[src/rtl/decode_pipe.sv]
`default_nettype none
// ============================================================================
//  Module   : decode_pipe
//  Purpose  : Instruction queue, combinational head decode, scoreboard-based
//             read-hazard stall, registered issue stage and syscall hold FSM.
//  Revision : 1.0  initial release
// ============================================================================
module decode_pipe #(
    parameter int W_CPU = 32,
    parameter int W_REG = 5,
    parameter int DEPTH = 4
) (
    input  logic                   clk,
    input  logic                   rst_n,
    input  logic                   in_valid,
    output logic                   in_ready,
    input  logic [W_CPU-1:0]       in_inst,
    output logic                   out_valid,
    input  logic                   out_ready,
    output logic [W_REG-1:0]       wa,
    output logic [W_REG-1:0]       ra1,
    output logic [W_REG-1:0]       ra2,
    output logic                   reg_wen,
    output logic                   imm_ext,
    output logic                   illegal,
    output logic [15:0]            imm,
    output logic [5:0]             alu_op,
    output logic [1:0]             alu_src,
    input  logic                   wb_valid,
    input  logic [W_REG-1:0]       wb_addr,
    input  logic                   flush,
    input  logic                   resume,
    output logic [(1<<W_REG)-1:0]  busy
);

    localparam int NREG = 1 << W_REG;
    localparam int PW   = $clog2(DEPTH);
    localparam int CW   = PW + 1;

    localparam logic [CW-1:0]    c_DEPTH    = CW'(DEPTH);
    localparam logic [1:0]       c_SRC_REG  = 2'd0;
    localparam logic [1:0]       c_SRC_IMM  = 2'd1;
    localparam logic [1:0]       c_SRC_SHA  = 2'd2;
    localparam logic [W_REG-1:0] c_REG_A0   = W_REG'(4);
    localparam logic [W_REG-1:0] c_REG_V0   = W_REG'(2);

    localparam logic [5:0] c_OP_RTYPE = 6'h00, c_OP_ADDI = 6'h08, c_OP_ADDIU = 6'h09,
                           c_OP_SLTI  = 6'h0a, c_OP_SLTIU = 6'h0b, c_OP_ANDI = 6'h0c,
                           c_OP_ORI   = 6'h0d, c_OP_XORI = 6'h0e;
    localparam logic [5:0] c_FN_SLL  = 6'h00, c_FN_SRL  = 6'h02, c_FN_SYSCALL = 6'h0c,
                           c_FN_ADD  = 6'h20, c_FN_ADDU = 6'h21, c_FN_SUB = 6'h22,
                           c_FN_SUBU = 6'h23, c_FN_AND  = 6'h24, c_FN_OR  = 6'h25,
                           c_FN_NOR  = 6'h27, c_FN_SLT  = 6'h2a, c_FN_SLTU = 6'h2b;

    typedef enum logic [0:0] {S_RUN = 1'b0, S_HOLD = 1'b1} state_t;

    state_t            r_state, w_state_next;
    logic [W_CPU-1:0]  r_mem [DEPTH];
    logic [PW-1:0]     r_wr_ptr, r_rd_ptr;
    logic [CW-1:0]     r_count;
    logic [NREG-1:0]   r_busy, w_busy_next;
    logic              r_out_valid;
    logic [W_REG-1:0]  r_wa, r_ra1, r_ra2;
    logic              r_wen, r_ext, r_ill;
    logic [15:0]       r_imm;
    logic [5:0]        r_op;
    logic [1:0]        r_src;

    logic              w_push, w_load, w_empty, w_full, w_stall;
    logic [W_CPU-1:0]  w_head;
    logic [5:0]        w_opcode, w_funct;
    logic [4:0]        w_rs, w_rt, w_rd, w_sh;
    logic [W_REG-1:0]  w_d_wa, w_d_ra1, w_d_ra2;
    logic              w_d_wen, w_d_ext, w_d_ill, w_d_use1, w_d_use2, w_d_sys;
    logic [15:0]       w_d_imm;
    logic [5:0]        w_d_op;
    logic [1:0]        w_d_src;

    assign w_full   = (r_count == c_DEPTH);
    assign w_empty  = (r_count == '0);
    assign in_ready = !w_full && !flush;
    assign w_push   = in_valid && in_ready;

    assign w_head   = r_mem[r_rd_ptr];
    assign w_opcode = w_head[31:26];
    assign w_rs     = w_head[25:21];
    assign w_rt     = w_head[20:16];
    assign w_rd     = w_head[15:11];
    assign w_sh     = w_head[10:6];
    assign w_funct  = w_head[5:0];

    // Queue storage write; contents need no reset since occupancy gates use
    always_ff @(posedge clk) begin
        if (w_push) r_mem[r_wr_ptr] <= in_inst;
    end

    // Queue pointers and occupancy; pointers wrap naturally at DEPTH
    always_ff @(posedge clk or negedge rst_n) begin
        if (!rst_n) begin
            r_wr_ptr <= '0;
            r_rd_ptr <= '0;
            r_count  <= '0;
        end else if (flush) begin
            r_wr_ptr <= '0;
            r_rd_ptr <= '0;
            r_count  <= '0;
        end else begin
            if (w_push) r_wr_ptr <= r_wr_ptr + PW'(1);
            if (w_load) r_rd_ptr <= r_rd_ptr + PW'(1);
            case ({w_push, w_load})
                2'b10:   r_count <= r_count + CW'(1);
                2'b01:   r_count <= r_count - CW'(1);
                default: r_count <= r_count;
            endcase
        end
    end

    // Head decode; anything not recognised falls through as illegal with zero fields
    always_comb begin
        w_d_wa   = '0;
        w_d_ra1  = '0;
        w_d_ra2  = '0;
        w_d_wen  = 1'b0;
        w_d_ext  = 1'b0;
        w_d_ill  = 1'b0;
        w_d_imm  = '0;
        w_d_op   = '0;
        w_d_src  = c_SRC_REG;
        w_d_use1 = 1'b0;
        w_d_use2 = 1'b0;
        w_d_sys  = 1'b0;
        case (w_opcode)
            c_OP_RTYPE: begin
                case (w_funct)
                    c_FN_ADD, c_FN_ADDU, c_FN_SUB, c_FN_SUBU, c_FN_AND,
                    c_FN_OR, c_FN_NOR, c_FN_SLT, c_FN_SLTU: begin
                        w_d_wa   = W_REG'(w_rd);
                        w_d_ra1  = W_REG'(w_rs);
                        w_d_ra2  = W_REG'(w_rt);
                        w_d_wen  = 1'b1;
                        w_d_use1 = 1'b1;
                        w_d_use2 = 1'b1;
                        w_d_op   = w_funct;
                    end
                    c_FN_SLL, c_FN_SRL: begin
                        // shift amount travels on ra2 but is not a register read
                        w_d_wa   = W_REG'(w_rd);
                        w_d_ra1  = W_REG'(w_rt);
                        w_d_ra2  = W_REG'(w_sh);
                        w_d_src  = c_SRC_SHA;
                        w_d_wen  = 1'b1;
                        w_d_use1 = 1'b1;
                        w_d_op   = w_funct;
                    end
                    c_FN_SYSCALL: begin
                        w_d_ra1  = c_REG_A0;
                        w_d_ra2  = c_REG_V0;
                        w_d_use1 = 1'b1;
                        w_d_use2 = 1'b1;
                        w_d_sys  = 1'b1;
                        w_d_op   = w_funct;
                    end
                    default: w_d_ill = 1'b1;
                endcase
            end
            c_OP_ADDI, c_OP_ADDIU, c_OP_SLTI, c_OP_SLTIU,
            c_OP_ANDI, c_OP_ORI, c_OP_XORI: begin
                w_d_wa   = W_REG'(w_rt);
                w_d_ra1  = W_REG'(w_rs);
                w_d_src  = c_SRC_IMM;
                w_d_imm  = w_head[15:0];
                w_d_wen  = 1'b1;
                w_d_use1 = 1'b1;
                w_d_op   = w_opcode;
                w_d_ext  = (w_opcode == c_OP_ADDI) || (w_opcode == c_OP_ADDIU) ||
                           (w_opcode == c_OP_SLTI) || (w_opcode == c_OP_SLTIU);
            end
            default: w_d_ill = 1'b1;
        endcase
    end

    assign w_stall = (w_d_use1 && (w_d_ra1 != '0) && r_busy[w_d_ra1]) ||
                     (w_d_use2 && (w_d_ra2 != '0) && r_busy[w_d_ra2]);
    assign w_load  = !w_empty && !w_stall && (!r_out_valid || out_ready) &&
                     (r_state == S_RUN) && !flush;

    // Scoreboard update: writeback clear first so a same-edge issue set wins
    always_comb begin
        w_busy_next = r_busy;
        if (wb_valid) w_busy_next[wb_addr] = 1'b0;
        if (w_load && w_d_wen && (w_d_wa != '0)) w_busy_next[w_d_wa] = 1'b1;
    end

    // Scoreboard register
    always_ff @(posedge clk or negedge rst_n) begin
        if (!rst_n) r_busy <= '0;
        else        r_busy <= w_busy_next;
    end

    // Syscall hold state register
    always_ff @(posedge clk or negedge rst_n) begin
        if (!rst_n) r_state <= S_RUN;
        else        r_state <= w_state_next;
    end

    // Hold is entered when a syscall issues and left on resume or flush
    always_comb begin
        w_state_next = r_state;
        if (flush) begin
            w_state_next = S_RUN;
        end else begin
            case (r_state)
                S_RUN:   if (w_load && w_d_sys) w_state_next = S_HOLD;
                S_HOLD:  if (resume) w_state_next = S_RUN;
                default: w_state_next = S_RUN;
            endcase
        end
    end

    // Issue register; fields only change on load so they hold while stalled downstream
    always_ff @(posedge clk or negedge rst_n) begin
        if (!rst_n) begin
            r_out_valid <= 1'b0;
            r_wa  <= '0;
            r_ra1 <= '0;
            r_ra2 <= '0;
            r_wen <= 1'b0;
            r_ext <= 1'b0;
            r_ill <= 1'b0;
            r_imm <= '0;
            r_op  <= '0;
            r_src <= '0;
        end else if (flush) begin
            r_out_valid <= 1'b0;
        end else if (w_load) begin
            r_out_valid <= 1'b1;
            r_wa  <= w_d_wa;
            r_ra1 <= w_d_ra1;
            r_ra2 <= w_d_ra2;
            r_wen <= w_d_wen;
            r_ext <= w_d_ext;
            r_ill <= w_d_ill;
            r_imm <= w_d_imm;
            r_op  <= w_d_op;
            r_src <= w_d_src;
        end else if (out_ready) begin
            r_out_valid <= 1'b0;
        end
    end

    assign out_valid = r_out_valid;
    assign wa        = r_wa;
    assign ra1       = r_ra1;
    assign ra2       = r_ra2;
    assign reg_wen   = r_wen;
    assign imm_ext   = r_ext;
    assign illegal   = r_ill;
    assign imm       = r_imm;
    assign alu_op    = r_op;
    assign alu_src   = r_src;
    assign busy      = r_busy;

endmodule
`default_nettype wire

[config.mk]
export PLATFORM = sky130hd
export DESIGN_NAME = decode_pipe
export DESIGN_NICKNAME = d
export VERILOG_FILES = /design/src/rtl/decode_pipe.sv
export SDC_FILE = /design/constraint.sdc
export NUM_CORES = 1
export LEC_CHECK = 0
export CORE_UTILIZATION = 50
export DETAILED_ROUTE_END_ITERATION = 10
export PLACE_DENSITY = 0.82
export SYNTH_ARGS = -nofsm -noshare
export SYNTH_HDL_FRONTEND = slang
export SYNTH_SLANG_ARGS = --single-unit
[constraint.sdc]
create_clock -name clk -period 7.4 [get_ports clk]
set_clock_uncertainty 0.2 [all_clocks]
set_input_delay 0.74 -clock clk [delete_from_list [all_inputs] [get_ports clk]]
set_output_delay 0.74 -clock clk [all_outputs]
set_load 0.01 [all_outputs]
==> metrics.txt <==
status=finished, final reports clean; Rel. slew slack=a little over a quarter; critical path peak fanout=between 60 and 70; power density cells=327 mW/mm²; routability cong.=between 0.9 and 1; fmax=0.161 GHz; DR iter-0 viols=579; largest net degree at the start of global routing=84; vias per cell=6.27; Arr. time, crit path=between 6 and 7 ns; DR WL/cell=approximately 23 µm; Hold-fix buffers, CTS=0; share of layout cells above drive strength 1=15.2%; die height=139 µm; CTS tree=yes; number of port buffers=between 100 and 150; internal power=around 2.6 mW; ys async rst share=39.3%; final WL=23.8 mm; root buf cell=clkbuf_16; clock-pin slew on the worst setup and hold paths=about 0.06 ns; antenna violations before repair=0; Tmin final=6.22 ns; Synth-to-Final Area Change=22.4%; drt pass-1 iters=5; Sink Count=211; post-DP HPWL=16.3 mm; max-slew violations=0; Hold/Removal Path Class=input pin to asynchronous set/reset pin; share of the synthesized area in the top cell type=40.7%; Mapped Area=0.00944 mm²; CTS resizes=0; register bit count reported by yosys=211; Post-Syn Nets=731; P_leak=4.10 nW; synth top area cells=edfxtp_1 (41%), dfrtp_1 (22%), mux4_2 (7.4%), o21ai_0 (3.7%), nand2_1 (3.2%); Avg Synthesized Cell Area=13.8 µm²; row cnt=slightly below 50; register area share after synthesis=62.7%; H-Tree Depth=1; vias in the first global route=6608; non-filler cells in the finished layout=1045; DRC Markers=0; Final Util=63.5%; Ys Warns=0; die area=slightly below 0.02 mm²; hold_ws=0.210 ns; Core Region=0.0182 mm²; Post-Route Setup TNS=0 ns; Max rail drop VDD=0.299 mV; post-placement cell count=1005; filler cell count=1339; Max Cap Viol=0; initial core utilization=51.8%; antenna diode count=0; sw frac=about a third; Synth Instances=about 680; Overall Global Routing Usage=24.8%; first-pass GRT wire length=between 30 and 40 mm; fin crit share=84.0%; CP required=7.57 ns; Congestion Overflow GR=0; power after layout=3.78 mW; Synth cell types=80; number of buffers created by CTS=22; register area=0.00592 mm²; area of the multi-input gates=0.00333 mm²; clock buffer depth=3; Worst setup SP type=register; Antenna Nets Post-Route=0; EDFF count, synth=128; Worst-Skew Late Latency=0.52 ns; unrepaired setup endpoints after global routing=no; Die Wd=139 µm; combinational power share=between 20 and 30%; sequential share of power=~40%; Sw Pwr=between 1 and 1.5 mW; Setup Fix Bufs, Post-CTS=0; Worst setup EP type=register; Via Count=6554; layout net count=849; Post-synth top flop=edfxtp_1; Clock power frac=30.4%; actual slew at the worst max-slew pin=1.11 ns; Final Hold Viols=0; CP Class=register to register; endpoints failing setup=0; I/O pin total=120; Synth area leader=edfxtp_1
stage by stage:
step,setup slack (ns),area [µm²]
floorplan,2.27,9440
global placement,1.60,10800
detailed placement,1.32,10800
CTS,1.30,11600
global route,0.761,11600
finish,1.18,11600
state kept, by name, indices dropped and copies added (netlist names), 2 cells and up:
register  cells
r_mem       128
busy         32
imm          16
alu_op        6
ra1           5
ra2           5
wa            5
r_count       3
alu_src       2
r_rd_ptr      2
r_wr_ptr      2
cell usage in the layout, fill, tap and decap left out, types with 5 or more instances in the layout:
cell type / instances
nand2_1: 81
and2_1: 8
clkbuf_16: 22
nor3_1: 5
mux4_2: 31
buf_4: 9
clkinv_2: 6
nand3b_1: 5
edfxtp_1: 128
nor2b_1: 6
o31ai_1: 10
nand3_1: 14
and3_1: 11
a22oi_1: 8
dfrtp_1: 82
o31ai_2: 10
mux2i_1: 12
nand2b_1: 5
a21oi_1: 10
mux2_2: 16
nor2_1: 26
o21ai_0: 70
o21ai_1: 19
clkdlybuf4s50_1: 118
worst max-delay path: stages, from the launching register on:
cell      delay [ns]
dfrtp_1         0.91
mux4_2          0.44
nand3_1         0.14
and3_1          0.54
a32o_1          0.41
a31oi_2         0.70
mux2_2          0.30
nor2_1          0.04
o311ai_0        0.43
o211ai_2        0.28
nand4_4         0.30
buf_4           0.50
or2_1           0.66
o31ai_1         0.17
path summary, 6_finish.rpt:
path | from | endpoint | slack [ns] | depth (start not counted)
worst max-delay path | r_rd_ptr[1]$_DFFE_PN0P_ | busy[8]$_DFF_PN0_ | 1.18 | 13
worst min-delay path | rst_n | busy[6]$_DFF_PN0_ | 0.21 | 1
worst max register to register | r_rd_ptr[1]$_DFFE_PN0P_ | busy[8]$_DFF_PN0_ | 1.18 | 13
worst min register to register | ra1[3]$_DFFE_PN0P_ | ra1[3]$_DFFE_PN0P_ | 0.28 | 2
max in group asynchronous | rst_n | r_rd_ptr[0]$_DFFE_PN0P_ | 6.05 | 1
min in group clk | ra1[3]$_DFFE_PN0P_ | ra1[3]$_DFFE_PN0P_ | 0.28 | 2
Yosys cell counts, types with 4 or more instances:
library cell,instances
nor2b_1,6
o21ai_1,19
nand2_1,81
nor2_1,26
buf_2,9
ha_1,4
mux2_2,16
o21ai_0,70
nand3_1,14
nand2b_1,5
nor3_1,5
nand3b_1,5
edfxtp_1,128
o31ai_1,10
inv_1,4
a22oi_1,8
and3_1,11
mux4_2,31
mux2i_1,12
dfrtp_1,83
clkbuf_1,13
buf_4,4
a21oi_1,10
buf_6,5
and2_1,8
a22o_1,4
o31ai_2,10
cells by family (layout without fill, tap and decap cells):
family,count (synthesis),count (layout),synth area share [%]
AOI/OAI and AO/OA,174,174,12.8
xor gates and xnor gates,3,3,0.278
adders and majority gates,5,5,0.742
buffers and inverters,37,171,2.15
DFF,211,211,62.7
muxes,61,61,10.8
and+or+nand+nor,191,191,10.5
final cells by class:
cell class | instances | area share (%)
flip-flops and latches | 211 | 51.3
multi-input cells | 434 | 28.8
repair buffers | 127 | 10.8
clock buffers | 24 | 4.83
well taps | 229 | 2.48
clock inverters | 16 | 1.72
inverters | 4 | 0.130
layer usage:
metal / global-route usage, % / share of wire [%] / vias to the layer above
met1: 33.7 / 41 / 3242
li1: - / - / 2872
met4: 9.12 / 3.0 / 0
met2: 40.2 / 47 / 366
met3: 4.34 / 8.0 / 74
met5: 0 / 0 / -
power groups by stage:
stage          sequential (mW)  clock (mW)  combinational [mW]
2_1_floorplan             1.54           0               0.675
3_3_place_gp              1.54           0                1.07
3_5_place_dp              1.55           0                1.09
4_1_cts                   1.53        1.16                1.09
5_1_grt                   1.54        1.20                1.19
6_report                  1.52        1.15                1.10
Power figures use the tool's default switching activity.
